File: src/rtl/xdrs_dp_pkg.sv
// Shared constants and helpers for the monitored XDRS datapath.
package xdrs_dp_pkg;

    localparam int C_DATA_BW_DEF = 32;

    // Occupancy needs one bit more than the address so that 0..DEPTH fits.
    function automatic int lvl_width(input int depth_log2);
        return depth_log2 + 1;
    endfunction

endpackage

File: src/rtl/dp_mon_fifo_ram.sv
// DEPTH x C_DATA_BW storage: synchronous write, asynchronous read, no reset.
module dp_mon_fifo_ram #(
    parameter int C_DATA_BW    = 32,
    parameter int C_DEPTH_LOG2 = 3
) (
    input  logic                    clk,
    input  logic                    we,
    input  logic [C_DEPTH_LOG2-1:0] waddr,
    input  logic [C_DATA_BW-1:0]    wdata,
    input  logic [C_DEPTH_LOG2-1:0] raddr,
    output logic [C_DATA_BW-1:0]    rdata
);

    logic [C_DATA_BW-1:0] r_mem [(1 << C_DEPTH_LOG2)];

    always_ff @(posedge clk) begin
        if (we) begin
            r_mem[waddr] <= wdata;
        end
    end

    assign rdata = r_mem[raddr];

endmodule

File: src/rtl/dp_mon_fifo.sv
// First-word-fall-through valid/ready FIFO with registered push/pop monitor
// taps, occupancy, almost-full and a sticky upstream protocol-violation flag.
module dp_mon_fifo
    import xdrs_dp_pkg::*;
#(
    parameter int C_DATA_BW    = C_DATA_BW_DEF,
    parameter int C_DEPTH_LOG2 = 3,
    parameter int C_AF_THRESH  = 6
) (
    input  logic                                  clk,
    input  logic                                  rst,
    input  logic                                  flush,
    input  logic [C_DATA_BW-1:0]                  s_data,
    input  logic                                  s_valid,
    output logic                                  s_ready,
    output logic [C_DATA_BW-1:0]                  m_data,
    output logic                                  m_valid,
    input  logic                                  m_ready,
    output logic [lvl_width(C_DEPTH_LOG2)-1:0]    level,
    output logic                                  almost_full,
    output logic                                  err_unstable,
    output logic [C_DATA_BW-1:0]                  mon_din,
    output logic                                  mon_din_valid,
    output logic [C_DATA_BW-1:0]                  mon_dout,
    output logic                                  mon_dout_valid
);

    localparam int              LW      = lvl_width(C_DEPTH_LOG2);
    localparam int              DEPTH   = 1 << C_DEPTH_LOG2;
    localparam logic [LW-1:0]   C_FULL  = LW'(DEPTH);
    localparam logic [LW-1:0]   C_AF    = LW'(C_AF_THRESH);

    logic [LW-1:0]        r_wr_ptr;
    logic [LW-1:0]        r_rd_ptr;
    logic [LW-1:0]        r_level;
    logic                 r_stalled;
    logic [C_DATA_BW-1:0] r_stall_data;
    logic                 r_err;
    logic [C_DATA_BW-1:0] r_mon_din;
    logic                 r_mon_din_valid;
    logic [C_DATA_BW-1:0] r_mon_dout;
    logic                 r_mon_dout_valid;

    logic                 w_push;
    logic                 w_pop;
    logic [C_DATA_BW-1:0] w_rdata;

    // Handshake: a word moves when valid and ready are both high at a rising
    // edge. ready/valid here decode only registered level, never s_valid or
    // m_ready, so a full FIFO refuses a push even while it is being popped.
    assign s_ready = (r_level != C_FULL);
    assign m_valid = (r_level != '0);
    assign w_push  = s_valid & s_ready & ~flush;
    assign w_pop   = m_valid & m_ready & ~flush;

    dp_mon_fifo_ram #(
        .C_DATA_BW    (C_DATA_BW),
        .C_DEPTH_LOG2 (C_DEPTH_LOG2)
    ) u_ram (
        .clk   (clk),
        .we    (w_push),
        .waddr (r_wr_ptr[C_DEPTH_LOG2-1:0]),
        .wdata (s_data),
        .raddr (r_rd_ptr[C_DEPTH_LOG2-1:0]),
        .rdata (w_rdata)
    );

    always_ff @(posedge clk) begin
        if (rst) begin
            r_wr_ptr         <= '0;
            r_rd_ptr         <= '0;
            r_level          <= '0;
            r_stalled        <= 1'b0;
            r_stall_data     <= '0;
            r_err            <= 1'b0;
            r_mon_din        <= '0;
            r_mon_din_valid  <= 1'b0;
            r_mon_dout       <= '0;
            r_mon_dout_valid <= 1'b0;
        end else begin
            if (flush) begin
                r_wr_ptr <= '0;
                r_rd_ptr <= '0;
                r_level  <= '0;
            end else begin
                if (w_push) r_wr_ptr <= r_wr_ptr + 1'b1;
                if (w_pop)  r_rd_ptr <= r_rd_ptr + 1'b1;
                case ({w_push, w_pop})
                    2'b10:   r_level <= r_level + 1'b1;
                    2'b01:   r_level <= r_level - 1'b1;
                    default: r_level <= r_level;
                endcase
            end

            // A stalled producer must hold s_valid and s_data until accepted.
            if (r_stalled && (!s_valid || (s_data != r_stall_data))) begin
                r_err <= 1'b1;
            end
            r_stalled <= ~flush & s_valid & ~s_ready;
            if (s_valid && !s_ready) begin
                r_stall_data <= s_data;
            end

            r_mon_din_valid  <= w_push;
            r_mon_dout_valid <= w_pop;
            if (w_push) r_mon_din  <= s_data;
            if (w_pop)  r_mon_dout <= w_rdata;
        end
    end

    always_ff @(posedge clk) begin
        if (!rst) begin
            assert (r_level == LW'(r_wr_ptr - r_rd_ptr))
                else $error("level counter out of step with pointers");
        end
    end

    assign m_data         = w_rdata;
    assign level          = r_level;
    assign almost_full    = (r_level >= C_AF);
    assign err_unstable   = r_err;
    assign mon_din        = r_mon_din;
    assign mon_din_valid  = r_mon_din_valid;
    assign mon_dout       = r_mon_dout;
    assign mon_dout_valid = r_mon_dout_valid;

endmodule

File: config.mk
export PLATFORM = sky130hd
export DESIGN_NAME = dp_mon_fifo
export DESIGN_NICKNAME = d
export VERILOG_FILES = /design/src/rtl/xdrs_dp_pkg.sv /design/src/rtl/dp_mon_fifo_ram.sv /design/src/rtl/dp_mon_fifo.sv
export SDC_FILE = /design/constraint.sdc
export NUM_CORES = 1
export LEC_CHECK = 0
export ABC_AREA = 0
export CAP_MARGIN = 30
export CORE_ASPECT_RATIO = 1.5
export CORE_MARGIN = 3
export CORE_UTILIZATION = 55
export DETAILED_ROUTE_END_ITERATION = 16
export HOLD_SLACK_MARGIN = 0.12
export PLACE_DENSITY = 0.88
export SYNTH_ARGS = -nofsm -noshare
export SYNTH_HDL_FRONTEND = slang
export SYNTH_SLANG_ARGS = --single-unit
File: constraint.sdc
create_clock -name clk -period 12.2 [get_ports clk]
set_input_delay 2.44 -clock clk [delete_from_list [all_inputs] [get_ports clk]]
set_output_delay 2.44 -clock clk [all_outputs]
set_load 0.05 [all_outputs]
# Word level (Yosys, flattened, before mapping)
# Memories as Yosys holds them, arrays and structs flattened. A register that Yosys moved wholly into a read port is not among the register bits.
# Index checks and enable logic that the tools add are counted.
[op_classes]
n_div = 0
bitwise = 8
mul = 0
n_shift = 0
addsub = 4
magnitude_cmp = 1
reduce_logical = 8
n_eq_ne = 4
muxes = 5
[ops]
columns = ["cell", "n"]
rows = [
  ["inequality test 32 bit", 1],
  ["adder 4 x 1 -> 4 bit (second input constant)", 3],
  ["case mux 4 bit (2 select lines)", 1],
  ["bitwise AND 1 bit", 6],
  ["2-to-1 mux 3 bit", 2],
  [">= comparator 4 x 3 -> 1 bit (second input constant)", 1],
  ["inequality test 4 bit (second input constant)", 1],
  ["nonzero test 4 bit", 1],
  ["subtractor 4 x 1 -> 4 bit (second input constant)", 1],
  ["== test 2 x 1 -> 1 bit (second input constant)", 1],
  ["== test 2 bit (second input constant)", 1],
  ["logical AND 1 bit", 2],
  ["zero test 1 bit", 2],
  ["2-to-1 mux 1 bit", 2],
  ["inverter 1 bit", 2],
  ["nonzero test 2 bit", 1],
  ["OR reduction 2 bit", 1],
  ["logical OR 1 bit", 1],
]
[word_totals]
mem_bits_rw = 256
output_inout_bits = 106
n_memories = 1
latchBits = 0
elab_cells = 41
reg_bits = 112
romBits = 0
inputBits = 37
[mem_list]
columns = ["memory", "words", "width", "rd", "rd_ports_with_merged_regs", "write_ports", "line", "rtl"]
rows = [
  ["u_ram.r_mem", 8, 32, 1, 1, 1, "dp_mon_fifo_ram.sv:14", "logic [C_DATA_BW-1:0] r_mem [(1 << C_DEPTH_LOG2)];"],
]

# Logic depth before layout (Yosys ltp)
[logic_depth]
depth_word = 5
ltp_mapped = 13

# Hierarchy
# From an unflattened synthesis, not the netlist that was laid out.
[hier_totals]
cells_unflattened = 914
area_unflattened_um2 = 14191.1
[modules_own_cells]
columns = ["mod", "seq_area_each_um2", "area_per_inst_um2", "cells_each", "n_inst"]
rows = [
  ["dp_mon_fifo_ram", 7687.4, 9825.7, 383, 1],
  ["dp_mon_fifo", 2202.1, 4365.4, 531, 1],
]

# Least setup slack after synthesis
# No wires, ideal clock.
[synth_timing]
path_type = "input port to flip-flop"
startpoint = "input port flush"
endpoint = "memory u_ram.r_mem[4][0], enable pin"
setup_slack_ps = 5374
path_buffers = 1
arrival_ps = 6313
cell_stages = 5
setup_time_ps = 513
path_cell_list = "nand2b_1 a21oi_1 inv_1 buf_2 nor4b_1"
[synth_via]
elab_chain_len = 4
[synth_rtl]
columns = ["element", "line", "rtl"]
rows = [
  ["from (decl)", "dp_mon_fifo.sv:12", "input logic flush,"],
  ["inverter 1 bit", "dp_mon_fifo.sv:53", "assign w_push = s_valid & s_ready & ~flush;"],
  ["bitwise AND 1 bit", "dp_mon_fifo.sv:53", ""],
  ["2-to-1 mux 1 bit", "dp_mon_fifo_ram.sv:17", "if (we) begin"],
  ["2-to-1 mux 1 bit (implied by the code)", "dp_mon_fifo_ram.sv:18", "r_mem[waddr] <= wdata;"],
  ["to (decl)", "dp_mon_fifo_ram.sv:14", ""],
]
# No other way between the ends.

==> flow_metrics.py <==
metrics = {
    "drt": {
        "drc": 0,
        "vias_per_cell": 6.066,
        "num_vias": 8584,
        "ant_nets": 0,
        "wl_per_cell_microns": 23.59,
        "drtIter0Drc": 916,
        "finalWirelength_microns": 33370,
        "drt-pass1-iter-count": 5,
    },
    "cells_and_area": {
        "syn2layout_area_growth_pct": 18.43,
        "antenna_cells": 0,
        "multi_input_area_sq_mm": 0.004174,
        "final_area_sq_mm": 0.01720,
        "post-route-util": 0.6652,
        "fill_cells": 1630,
        "nets": 1100,
        "drive_gt1_frac": 0.1368,
        "regArea_sq_mm": 0.009955,
    },
    "critical_path": {
        "critical_path_required_ns": 9.76,
        "critPathCaptureType": "primary output",
        "critPathLaunchType": "register",
        "path_class": "reg -> out",
        "cp.arrival_ns": 3.33,
        "worst_r2r_endpoint": "level[2]",
        "ff2ff_path_depth": 11,
        "path_max_fanout": 33,
        "rr_startpoint": "level[3]",
        "r2r_slack_ns": 8.34,
        "critPathCapture": "m_data[9]",
    },
    "floorplan": {
        "chipHeight_microns": 205.0,
        "core-area_sq_mm": 0.02585,
        "die_area_sq_mm": 0.02843,
        "die_x_microns": 138.7,
        "ioPinCount": 143,
        "rows": 72,
        "start_util": 0.5617,
    },
    "place": {
        "postPlaceCellArea_sq_mm": 0.01614,
        "gp_congestion": 0.7832,
        "numPortBuffers": 142,
        "hpwl_microns": 19160,
    },
    "timing": {
        "max_freq_mhz": 173.4,
        "worst-slew-pin-transition_ns": 0.8397,
        "min_period_ns": 5.766,
        "setup_viol": 0,
        "relSlewSlack": 0.4402,
        "fin_crit_sh": 0.4726,
        "rsz0062_at_grt": "no",
        "final.setup.tns_ns": 0,
        "slew_viol_final": 0,
        "hold_viol": 0,
        "whs_ns": 0.4569,
        "clock_skew_ns": 0.01722,
    },
    "global_routing": {
        "grt.total_usage": 0.2307,
        "grt_pass1_wl_microns": 50770,
        "grt_max_degree": 69,
        "antenna_found_initial": 0,
        "grt_pass1_vias": 8845,
        "overflow": 0,
    },
    "clocking": {
        "cts_max_level": 1,
        "path_clk_slew_ns": 0.07,
        "cts_setup_buffers": 0,
        "cts_buffer_depth": 3,
        "cts_tree": "built",
        "cts_hold_buf": 0,
        "clockRootBuffer": "clkbuf_16",
        "cts.sinks": 369,
        "cts_buffers": 31,
        "clk_latency_ns": 0.57,
        "cts_resized": 0,
    },
    "synth": {
        "yosysWarnings": 0,
        "ys_seq_area_frac": 0.6852,
        "synthesis.nets": 961,
        "async_flop_share": 0,
        "yosysUniqueCellTypes": 46,
        "synth_area_leaders": "edfxtp_1, dfxtp_1, mux4_1, nand2_1, mux2_2",
        "synthCells": 919,
        "ys_ff_latch": 369,
        "syn_area_per_cell_sq_um": 15.80,
        "yosysTopAreaCellShare": 0.5294,
        "synth_area_sq_mm": 0.01452,
        "synth_edf_count": 256,
        "synth_area_leader_cell": "edfxtp_1",
        "ys.flop_type": "edfxtp_1",
    },
    "power_and_ir_drop": {
        "p_per_area_mw_per_mm2": 147.5,
        "vdd_drop_max_mv": 0.1273,
        "leakagePower_nw": 5.667,
        "total_power_w": 0.002536,
    },
    "job": {
        "drv_cap": 0,
    },
    "hold_path": {
        "hold_path_class": "reg -> reg",
    },
    "status": {
        "status": "complete, no violations",
    },
}
==> cell usage in the layout, fill, tap and decap left out, types with 2 or more instances in the layout <==
master and instances:
a21oi_1 68, buf_12 2, buf_4 17, bufinv_16 3, clkbuf_16 33, clkdlybuf4s50_1 141, clkinv_1 4, clkinv_2 4
clkinv_4 3, dfxtp_1 111, edfxtp_1 256, ha_1 5, inv_4 2, inv_6 4, mux2_2 32, mux2i_1 2
mux4_1 59, mux4_2 5, nand2_1 134, nand2b_1 2, nand4_1 3, nand4b_1 2, nor2_1 66, nor2_2 12
nor3_1 21, nor3_2 15, nor3b_2 2, nor4_1 6, nor4b_2 2, o21ai_0 2, xnor2_1 10, xor2_1 29
==> stage by stage <==
step,std cells,worst slack [ns]
2_1_floorplan,919,5.374
3_3_place_gp,1355,6.499
3_5_place_dp,1358,6.367
4_1_cts,1415,6.397
5_1_grt,1415,6.339
6_report,1415,6.434
==> synth_stat cells (5+ instances only) <==
| master | n |
|---|---|
| a21oi_1 | 69 |
| buf_2 | 13 |
| buf_6 | 14 |
| clkbuf_1 | 15 |
| clkbuf_8 | 7 |
| dfxtp_1 | 113 |
| edfxtp_1 | 256 |
| ha_1 | 5 |
| mux2_2 | 32 |
| mux4_1 | 59 |
| mux4_2 | 5 |
| nand2_1 | 134 |
| nor2_1 | 67 |
| nor2_2 | 12 |
| nor3_1 | 23 |
| nor3_2 | 13 |
| nor4_1 | 7 |
| xnor2_1 | 10 |
| xor2_1 | 29 |
==> logic make-up (layout without fill, tap and decap cells) <==
kind of cell / Yosys count / count (layout) / synth area share
fa+ha+maj: 5 / 5 / 0.004308
compound gates: 76 / 76 / 0.02852
flops: 369 / 369 / 0.6852
mux: 98 / 98 / 0.1407
simple gates: 275 / 275 / 0.08642
xor+xnor: 39 / 39 / 0.02352
buf+inv: 57 / 220 / 0.03136
==> per-layer routing <==
layer | share of wire | track usage | wire [microns]
met1 | 0.36 | 0.2748 | 12040
met2 | 0.53 | 0.4160 | 17520
met3 | 0.072 | 0.03737 | 2393
met5 | 0 | 0 | 0
met4 | 0.043 | 0.1000 | 1419
==> critical path, stage by stage, from the launching register on <==
cell and delay (ns):
dfxtp_4 0.73, buf_12 0.31, mux4_1 0.63, mux2_2 0.33, clkdlybuf4s50_1 0.72
==> state kept, by name (all words and copies together) (netlist names), named ones only <==
name            flops
r_stalled           1
mon_din            32
level               4
mon_din_valid       1
err_unstable        1
r_wr_ptr            3
mon_dout           32
u_ram.r_mem       256
r_stall_data       32
r_rd_ptr            3
mon_dout_valid      1
==> how the worst min path moves through the flow <==
stage | from | to | slack, ns | depth (start not counted)
global placement | mon_din[16] | mon_din[16] | 0.44 | 2
detailed placement | mon_din[30] | mon_din[30] | 0.45 | 2
CTS | mon_din[30] | mon_din[30] | 0.46 | 2
finish | mon_din[24] | mon_din[24] | 0.46 | 2
global route | mon_din[17] | mon_din[17] | 0.48 | 2
floorplan | r_stalled | err_unstable | 0.44 | 2
==> report_power, final <==
part | internal, W | switching [W] | leakage (nW)
combinational | 0.0000524 | 0.000107 | 1.92
sequential | 0.00135 | 0.00000785 | 3.23
clock | 0.000566 | 0.000453 | 0.519
total | 0.00197 | 0.000568 | 5.67
==> layout make-up <==
cell class	instances	area share
timing repair buffer	161	0.09247
multi-input combinational	493	0.2427
tap	333	0.02423
clock buffer	35	0.04904
sequential	369	0.5788
inverter	2	0.0004365
clock inverter	22	0.01230
Note: power is estimated with default switching activity, not from simulation.
